[src/rtl/fetch_prefetch_queue_pkg.sv]
// Shared types and constants for the instruction prefetch queue.
package fetch_prefetch_queue_pkg;

  localparam int FETCH_XLEN  = 32;
  localparam int INSTR_BYTES = 4;

  typedef struct packed {
    logic [FETCH_XLEN-1:0] pc;
    logic [31:0]           instr;
  } fetch_entry_t;

endpackage

[src/rtl/fetchq_fifo.sv]
// Generic register-array FIFO with flush; the head is read straight from storage.
module fetchq_fifo #(
  parameter type T     = logic [31:0],
  parameter int  DEPTH = 4,
  parameter int  CW    = $clog2(DEPTH) + 1
) (
  input  logic          clk,
  input  logic          rst_n,
  input  logic          push,
  input  T              push_data,
  input  logic          pop,
  input  logic          flush,
  output T              head,
  output logic [CW-1:0] count
);

  localparam int PW = (DEPTH > 1) ? $clog2(DEPTH) : 1;

  T              mem [DEPTH];
  logic [PW-1:0] wr_ptr;
  logic [PW-1:0] rd_ptr;

  // Pointers wrap explicitly so DEPTH need not be a power of two.
  function automatic logic [PW-1:0] next_ptr(input logic [PW-1:0] p);
    return (p == PW'(DEPTH - 1)) ? '0 : p + PW'(1);
  endfunction

  always_ff @(posedge clk or negedge rst_n) begin
    if (!rst_n) begin
      wr_ptr <= '0;
      rd_ptr <= '0;
      count  <= '0;
      for (int i = 0; i < DEPTH; i++) mem[i] <= '0;
    end else if (flush) begin
      wr_ptr <= '0;
      rd_ptr <= '0;
      count  <= '0;
    end else begin
      if (push) begin
        mem[wr_ptr] <= push_data;
        wr_ptr      <= next_ptr(wr_ptr);
      end
      if (pop) rd_ptr <= next_ptr(rd_ptr);
      if (push && !pop) count <= count + CW'(1);
      else if (pop && !push) count <= count - CW'(1);
    end
  end

  assign head = mem[rd_ptr];

endmodule

[src/rtl/fetch_prefetch_queue.sv]
// Sequential instruction prefetcher with redirect support feeding a valid/ready decode stream.
// Defining FETCHQ_PERF_EN adds saturating redirect / empty-stall / dropped-response counters.
module fetch_prefetch_queue
  import fetch_prefetch_queue_pkg::*;
#(
  parameter int              XLEN            = FETCH_XLEN,
  parameter int              DEPTH           = 4,
  parameter int              MAX_OUTSTANDING = 2,
  parameter logic [XLEN-1:0] RESET_PC        = '0
) (
  input  logic                    clk,
  input  logic                    rst_n,
  input  logic                    branch_taken,
  input  logic [XLEN-1:0]         branch_target,
  output logic                    mem_req_valid,
  output logic [XLEN-1:0]         mem_req_addr,
  input  logic                    mem_rsp_valid,
  input  logic [31:0]             mem_rsp_data,
  output logic                    out_valid,
  input  logic                    out_ready,
  output logic [XLEN-1:0]         out_pc,
  output logic [31:0]             out_instr,
  output logic [$clog2(DEPTH):0]  occupancy
`ifdef FETCHQ_PERF_EN
  ,
  output logic [31:0]             perf_redirects,
  output logic [31:0]             perf_empty_stall,
  output logic [31:0]             perf_dropped
`endif
);

  localparam int OCC_W = $clog2(DEPTH) + 1;
  localparam int OW    = $clog2(MAX_OUTSTANDING + 1);
  localparam int TW    = $clog2(MAX_OUTSTANDING) + 1;
  localparam int SW    = $clog2(DEPTH + MAX_OUTSTANDING + 1) + 1;

  logic            running;
  logic [XLEN-1:0] fetch_pc;
  logic [XLEN-1:0] target_aligned;
  logic [XLEN-1:0] tag_head;
  logic [OW-1:0]   outstanding;
  logic [OW-1:0]   drop_cnt;
  logic [TW-1:0]   tag_count;
  logic [SW-1:0]   committed;
  logic            credit_ok;
  logic            issue;
  logic            rsp_fire;
  logic            rsp_drop;
  logic            push;
  logic            pop;
  fetch_entry_t    push_entry;
  fetch_entry_t    head_entry;

  // Slots already spoken for: queued entries plus in-flight responses that will be kept.
  assign committed = SW'(occupancy) + SW'(outstanding) - SW'(drop_cnt);
  assign credit_ok = committed < SW'(DEPTH);

  assign issue         = running && !branch_taken && (outstanding < OW'(MAX_OUTSTANDING)) && credit_ok;
  assign mem_req_valid = issue;
  assign mem_req_addr  = fetch_pc;

  assign target_aligned = branch_target & ~XLEN'(3);

  assign rsp_fire = mem_rsp_valid && (outstanding != '0);
  assign rsp_drop = rsp_fire && (branch_taken || (drop_cnt != '0));
  assign push     = rsp_fire && !rsp_drop;

  assign out_valid = (occupancy != '0) && !branch_taken;
  assign pop       = out_valid && out_ready;

  assign push_entry.pc    = tag_head;
  assign push_entry.instr = mem_rsp_data;
  assign out_pc           = head_entry.pc;
  assign out_instr        = head_entry.instr;

  // A redirect turns every response still owed into one that must be thrown away.
  always_ff @(posedge clk or negedge rst_n) begin
    if (!rst_n) begin
      running     <= 1'b0;
      fetch_pc    <= RESET_PC;
      outstanding <= '0;
      drop_cnt    <= '0;
    end else begin
      running     <= 1'b1;
      outstanding <= outstanding + OW'(issue) - OW'(rsp_fire);
      if (branch_taken) begin
        fetch_pc <= target_aligned;
        drop_cnt <= outstanding - OW'(rsp_fire);
      end else begin
        if (issue) fetch_pc <= fetch_pc + XLEN'(INSTR_BYTES);
        if (rsp_drop) drop_cnt <= drop_cnt - OW'(1);
      end
    end
  end

  fetchq_fifo #(
    .T     (logic [XLEN-1:0]),
    .DEPTH (MAX_OUTSTANDING),
    .CW    (TW)
  ) u_tag_fifo (
    .clk       (clk),
    .rst_n     (rst_n),
    .push      (issue),
    .push_data (fetch_pc),
    .pop       (rsp_fire),
    .flush     (1'b0),
    .head      (tag_head),
    .count     (tag_count)
  );

  fetchq_fifo #(
    .T     (fetch_entry_t),
    .DEPTH (DEPTH),
    .CW    (OCC_W)
  ) u_entry_fifo (
    .clk       (clk),
    .rst_n     (rst_n),
    .push      (push),
    .push_data (push_entry),
    .pop       (pop),
    .flush     (branch_taken),
    .head      (head_entry),
    .count     (occupancy)
  );

  a_no_push_full: assert property (@(posedge clk) disable iff (!rst_n)
    !(push && (occupancy == OCC_W'(DEPTH))));

  a_tags_track: assert property (@(posedge clk) disable iff (!rst_n)
    32'(tag_count) == 32'(outstanding));

`ifdef FETCHQ_PERF_EN
  always_ff @(posedge clk or negedge rst_n) begin
    if (!rst_n) begin
      perf_redirects   <= '0;
      perf_empty_stall <= '0;
      perf_dropped     <= '0;
    end else begin
      if (branch_taken && (perf_redirects != '1)) perf_redirects <= perf_redirects + 32'd1;
      if (out_ready && !out_valid && (perf_empty_stall != '1))
        perf_empty_stall <= perf_empty_stall + 32'd1;
      if (rsp_drop && (perf_dropped != '1)) perf_dropped <= perf_dropped + 32'd1;
    end
  end
`endif

endmodule
[config.mk]
export PLATFORM = sky130hd
export DESIGN_NAME = fetch_prefetch_queue
export DESIGN_NICKNAME = d
export VERILOG_FILES = /design/src/rtl/fetch_prefetch_queue_pkg.sv /design/src/rtl/fetchq_fifo.sv /design/src/rtl/fetch_prefetch_queue.sv
export SDC_FILE = /design/constraint.sdc
export NUM_CORES = 1
export LEC_CHECK = 0
export CORE_MARGIN = 1.5
export CORE_UTILIZATION = 30
export DETAILED_ROUTE_END_ITERATION = 6
export PLACE_DENSITY = 0.54
export SLEW_MARGIN = 5
export SYNTH_ARGS = -nofsm -noshare
export SYNTH_HDL_FRONTEND = slang
export SYNTH_HIERARCHICAL = 1
export SYNTH_SLANG_ARGS = --single-unit
[constraint.sdc]
create_clock -name clk -period 4.2 [get_ports clk]
set_input_delay 0.63 -clock clk [delete_from_list [all_inputs] [get_ports clk]]
set_output_delay 0.63 -clock clk [all_outputs]
set_load 0.05 [all_outputs]
---- After elaboration in Yosys (flattened, before gate mapping) ----
Cells that the tools add are included.
Widths: inputs -> output; s select.
word-level totals
  register bits ........................... 366
  input bits .............................. 69
  output and inout bits ................... 101
  word-level logic and storage cells ...... 100
operators by class
  $add $sub $neg .......................... 13
  $lt $le $gt $ge ......................... 8
  eq/ne operators ......................... 2
  muxes and demuxes ....................... 27
  bitwise logic cells ..................... 5
  reduce and logical (&&, ||, !) cells .... 26
operators with widths
  kind                   count
  $bwmux 256             1
  $mux 32                6
  $mux 64                3
  $bmux 64 s2            1
  $demux 64 s2           1
  $bwmux 64              1
  $add 32x3->32 const B  1
  $demux 32 s1           1
  $mux 2                 8
  $logic_and 1x1->1      12
  $reduce_bool 2->1      6
  $mux 3                 3
  $ge 3x3->1 const B     2
  $not 2->3              2
  $reduce_bool 3->1      2
  $add 2x1->2 const B    2
  $add 3x2->4            1
  $eq 2x2->1 const B     2
  $ge 2x2->1 const B     2
  $logic_not 1->1        4
  $lt 4x3->1 const B     1
  $not 1->2              2
  $sub 2x1->2            2
  $sub 4x2->4            1
  12 further kinds       14

---- Depth between registers and ports, before layout ----
  word-level depth ........................ 10
  mapped depth ............................ 12
  gate-level depth less buffers ........... 9

---- Modules after synthesis ----
Netlist, hierarchy kept.
modules (own cells, without submodules)
  module                       instances  cells an instance  area each (um2)  sequential area each (um2)
  fetchq_fifo at u_entry_fifo  1          659                12,693.4         6,581.3
  fetchq_fifo at u_tag_fifo    1          189                2,971.6          1,701.6
  fetch_prefetch_queue         1          253                2,334.7          875.8

---- Worst setup path before layout ----
Ideal clock, no wire load.
  kind .................................... reg-to-reg
  from .................................... reg u_entry_fifo.count[1]
  to ...................................... reg u_tag_fifo/mem[36] (netlist name)
  arrival ................................. 4.103 ns
  required time ........................... 4.075 ns
  setup slack ............................. -0.028 ns
  cell stages (with the launch flop) ...... 13
  path buffers ............................ 3
  period minus slack after synthesis ...... 4.228 ns
  path through ............................ dfrtp_1 > inv_1 > fa_1 > inv_1 > ha_1 > or4b_4 > or4_4 > buf_6 > nand2_1 > buf_4 > nor3b_4 > buf_6 > mux2_2
between the ends
  word-level cells in the longest chain between the ends .. 4
ends and longest elaborated chain
  element                          line                        source
  from (decl)                      fetchq_fifo.sv:14           output logic [CW-1:0] count
  from (signal assigned)           fetchq_fifo.sv:44           if (push && !pop) count <= count + CW'(1);
  from (signal assigned)           fetchq_fifo.sv:45           else if (pop && !push) count <= count - CW'(1);
  $add 3x2->4                      fetch_prefetch_queue.sv:55  assign committed = SW'(occupancy) + SW'(outstanding) - SW'(drop_cnt);
  $sub 4x2->4                      fetch_prefetch_queue.sv:55
  $lt 4x3->1                       fetch_prefetch_queue.sv:56  assign credit_ok = committed < SW'(DEPTH);
  $logic_and 1x1->1                fetch_prefetch_queue.sv:58  assign issue = running && !branch_taken && (outstanding < OW'(MAX_OUTSTANDING)) && credit_ok;
  net mem_req_valid                fetch_prefetch_queue.sv:15  output logic mem_req_valid,
  to (signal, indexed assignment)  fetchq_fifo.sv:40           mem[wr_ptr] <= push_data;
  to (decl)                        fetchq_fifo.sv:19           T mem [DEPTH];
The timed path passes the listed nets, and every way through them passes these cells.
A chain may end at the register's enable or synchronous reset.

---- Final worst setup path ----
  from .................................... reg u_entry_fifo.count[1]
  to ...................................... out mem_req_valid
between the ends
  word-level cells in the longest chain between the ends .. 4
ends and longest elaborated chain
  element            line
  $add 3x2->4        fetch_prefetch_queue.sv:55
  $sub 4x2->4        fetch_prefetch_queue.sv:55
  $lt 4x3->1         fetch_prefetch_queue.sv:56
  $logic_and 1x1->1  fetch_prefetch_queue.sv:58
  to (decl)          fetch_prefetch_queue.sv:15
No other way between the ends.

==> flow_summary_export.csv <==
group,metric,value,unit
critical_path,crit_family,"simple AND/OR/NAND/NOR gates",
routing,drt-total-wl,42500,um
floorplan,fp.dieArea,0.0611,mm^2
pwr,peakVddDrop,0.000332,V
place,hpwl,25500,um
pwr,p_total,0.0126,W
cts,numCtsBuffers,43,
grt,busiest_layer,"met2",
sta,final_hold_viol_count,0,
grt,overflow,0,
grt,grt_pass1_vias,10900,
floorplan,die_y,247,um
critical_path,crit_buf_inv,3,
floorplan,die_x,247,um
grt,gr-usage-met3,3.08,%
cts,clock_sinks,364,
cts,ctsResizeCount,0,
hold_path,hold_path_class,"primary input to asynchronous set/reset pin",
critical_path,slowest_stage,"or4_4",
synth,yosys_warnings,6,
cts,cts_tree,"built",
critical_path,end_kind,"output pin",
sta,period_share,95.9,%
routing,vias,9827,
floorplan,fp-row-count,89,
critical_path,required,3570,ps
synth,netlist_instances,1091,
floorplan,core_area,0.0590,mm^2
status,status,"finished clean",
finish,drive_gt1_share,40.8,%
cts,htreeDepth,2,
grt,use_met1,19.4,%
finish,diodes,0,
synth,netlist_area,0.0179,mm^2
sta,min_period,4030,ps
floorplan,top_level_ports,170,
critical_path,cp_max_fo,9,
pwr,power_per_cell_area,583,mW/mm^2
grt,grt_max_degree,99,
pwr,p_leak,10.2,nW
routing,drt_iter0_drc,299,
cts,clk_latency,570,ps
sta,drv_slew,0,
grt,antenna_found_initial,0,
sta,setup_viol,0,
finish,area_delta_synth_final,20.2,%
sta,slew_headroom,37.7,%
critical_path,arrival,3400,ps
routing,wl_per_cell,20.5,um
grt,gr-usage-all-layers,14.2,%
routing,drtAntennaViolNets,0,
critical_path,cpMostUsedCell,"inv_1",
critical_path,start_kind,"flop",
routing,vias_per_cell,4.75,
finish,fill_cells,5626,
cts,clockRootBuffer,"clkbuf_16",
place,io_buffers,165,
cts,hold_buffers,0,
critical_path,crit_path_cell_trace,"inv_1 -> fa_1 -> inv_1 -> ha_1 -> or4b_4 -> or4_4 -> nand2_2 -> buf_4",
sta,setup_tns,0,ps
job,max_cap_viol_count,0,
sta,worst_pin_slew,934,ps
cts,clkTransAtPathRegs,60,ps
sta,rsz0062_at_grt,"no",
place,place.gp.congestion,0.790,
cts,cts_setup_buffers,0,
grt,grt_pass1_wl,66800,um
sta,fin_worst_skew,21.9,ps
critical_path,crit_type,"flop to output pin",
routing,drt-pass1-iter-count,4,
cts,cts_buffer_depth,3,
finish,fin_nets,1345,
floorplan,start_util,30.3,%
sta,max_freq,248,MHz
synth,synth.avg_cell_area,16.4,um^2
routing,drc_errors,0,
critical_path,slowest_delay,600,ps
grt,use_met2,23.2,%
==> worst reg2reg max path, cell delays in order, from the launching register on <==
cell and delay [ps]:
dfrtp_1 430, inv_1 90, fa_1 420, inv_1 60, ha_1 250, or4b_4 500
or4_4 600, nand2_2 240, nor3b_4 270, buf_12 260, mux2_2 400
==> power by group <==
group          internal (W)  switching [W]
clock network       0.00234        0.00152
logic               0.00188        0.00224
registers           0.00410       0.000464
==> flip-flops by register name, indices dropped and copies added, names as in the netlist <==
register and flops:
u_tag_fifo/mem 64, mem_req_addr 30, u_entry_fifo/mem 256, u_entry_fifo/count 3
outstanding 2, u_tag_fifo/rd_ptr 1, u_tag_fifo/wr_ptr 1, u_entry_fifo/wr_ptr 2
running 1, drop_cnt 2, u_entry_fifo/rd_ptr 2
==> stage by stage <==
step	cell area [um^2]	worst slack [ps]	hold WS (ps)	utilization, %	instances
floorplan	17900	205	334	-	1100
global placement	20000	613	463	34.0	1991
detailed placement	20000	577	480	34.0	1991
CTS	21500	122	116	36.5	2070
global route	21500	25.3	136	36.5	2070
finish	21500	172	107	36.5	2070
==> layout make-up <==
class	instances	area (um^2)	share of cell area [%]
clock inverter	22	263	1.22
sequential	364	9120	42.4
multi-input combinational	648	8010	37.2
timing repair buffer	183	1860	8.64
tap	773	967	4.50
clock buffer	57	1210	5.62
inverter	23	86.3	0.401
==> metal layers <==
| metal | vias to the layer above | wire length (um) |
|---|---|---|
| met5 | - | 0 |
| met4 | 0 | 627 |
| met3 | 47 | 2030 |
| met2 | 210 | 20200 |
| met1 | 5226 | 19600 |
| li1 | 4344 | - |
==> layout by cell type, fill, tap and decap left out, types with 5 or more instances in the layout <==
cell type / count
a2111oi_2: 5
buf_12: 6
buf_4: 13
bufinv_16: 5
clkbuf_1: 7
clkbuf_16: 44
clkbuf_8: 6
clkdlybuf4s50_1: 162
clkinv_2: 10
clkinvlp_4: 5
conb_1: 11
dfrtp_1: 361
ha_1: 11
inv_1: 23
mux2_1: 5
mux2_2: 113
mux2_4: 240
mux2i_1: 5
mux4_2: 64
nand2_1: 26
nand3_1: 10
nand4_1: 7
nor2_1: 21
nor3_1: 6
o2111ai_1: 11
o21ai_0: 15
xnor2_1: 21
xor2_1: 10
==> worst paths after layout <==
check                           slack (ps)                               to  cells past startpoint                         startpoint
worst max-delay path                   170                    mem_req_valid                      8  u_entry_fifo/count[1]$_DFFE_PN0P_
worst min-delay path                   110  u_entry_fifo/mem[6]$_DFFE_PN0P_                      1                              rst_n
worst max register to register         570   u_tag_fifo/mem[53]$_DFFE_PN0P_                     10  u_entry_fifo/count[1]$_DFFE_PN0P_
worst min register to register         490   u_tag_fifo/mem[62]$_DFFE_PN0P_                      1     u_tag_fifo/mem[62]$_DFFE_PN0P_
max in group asynchronous             3050    u_tag_fifo/rd_ptr$_DFFE_PN0P_                      2                              rst_n
min in group clk                       490   u_tag_fifo/mem[62]$_DFFE_PN0P_                      1     u_tag_fifo/mem[62]$_DFFE_PN0P_
(Power assumes the default switching activity.)
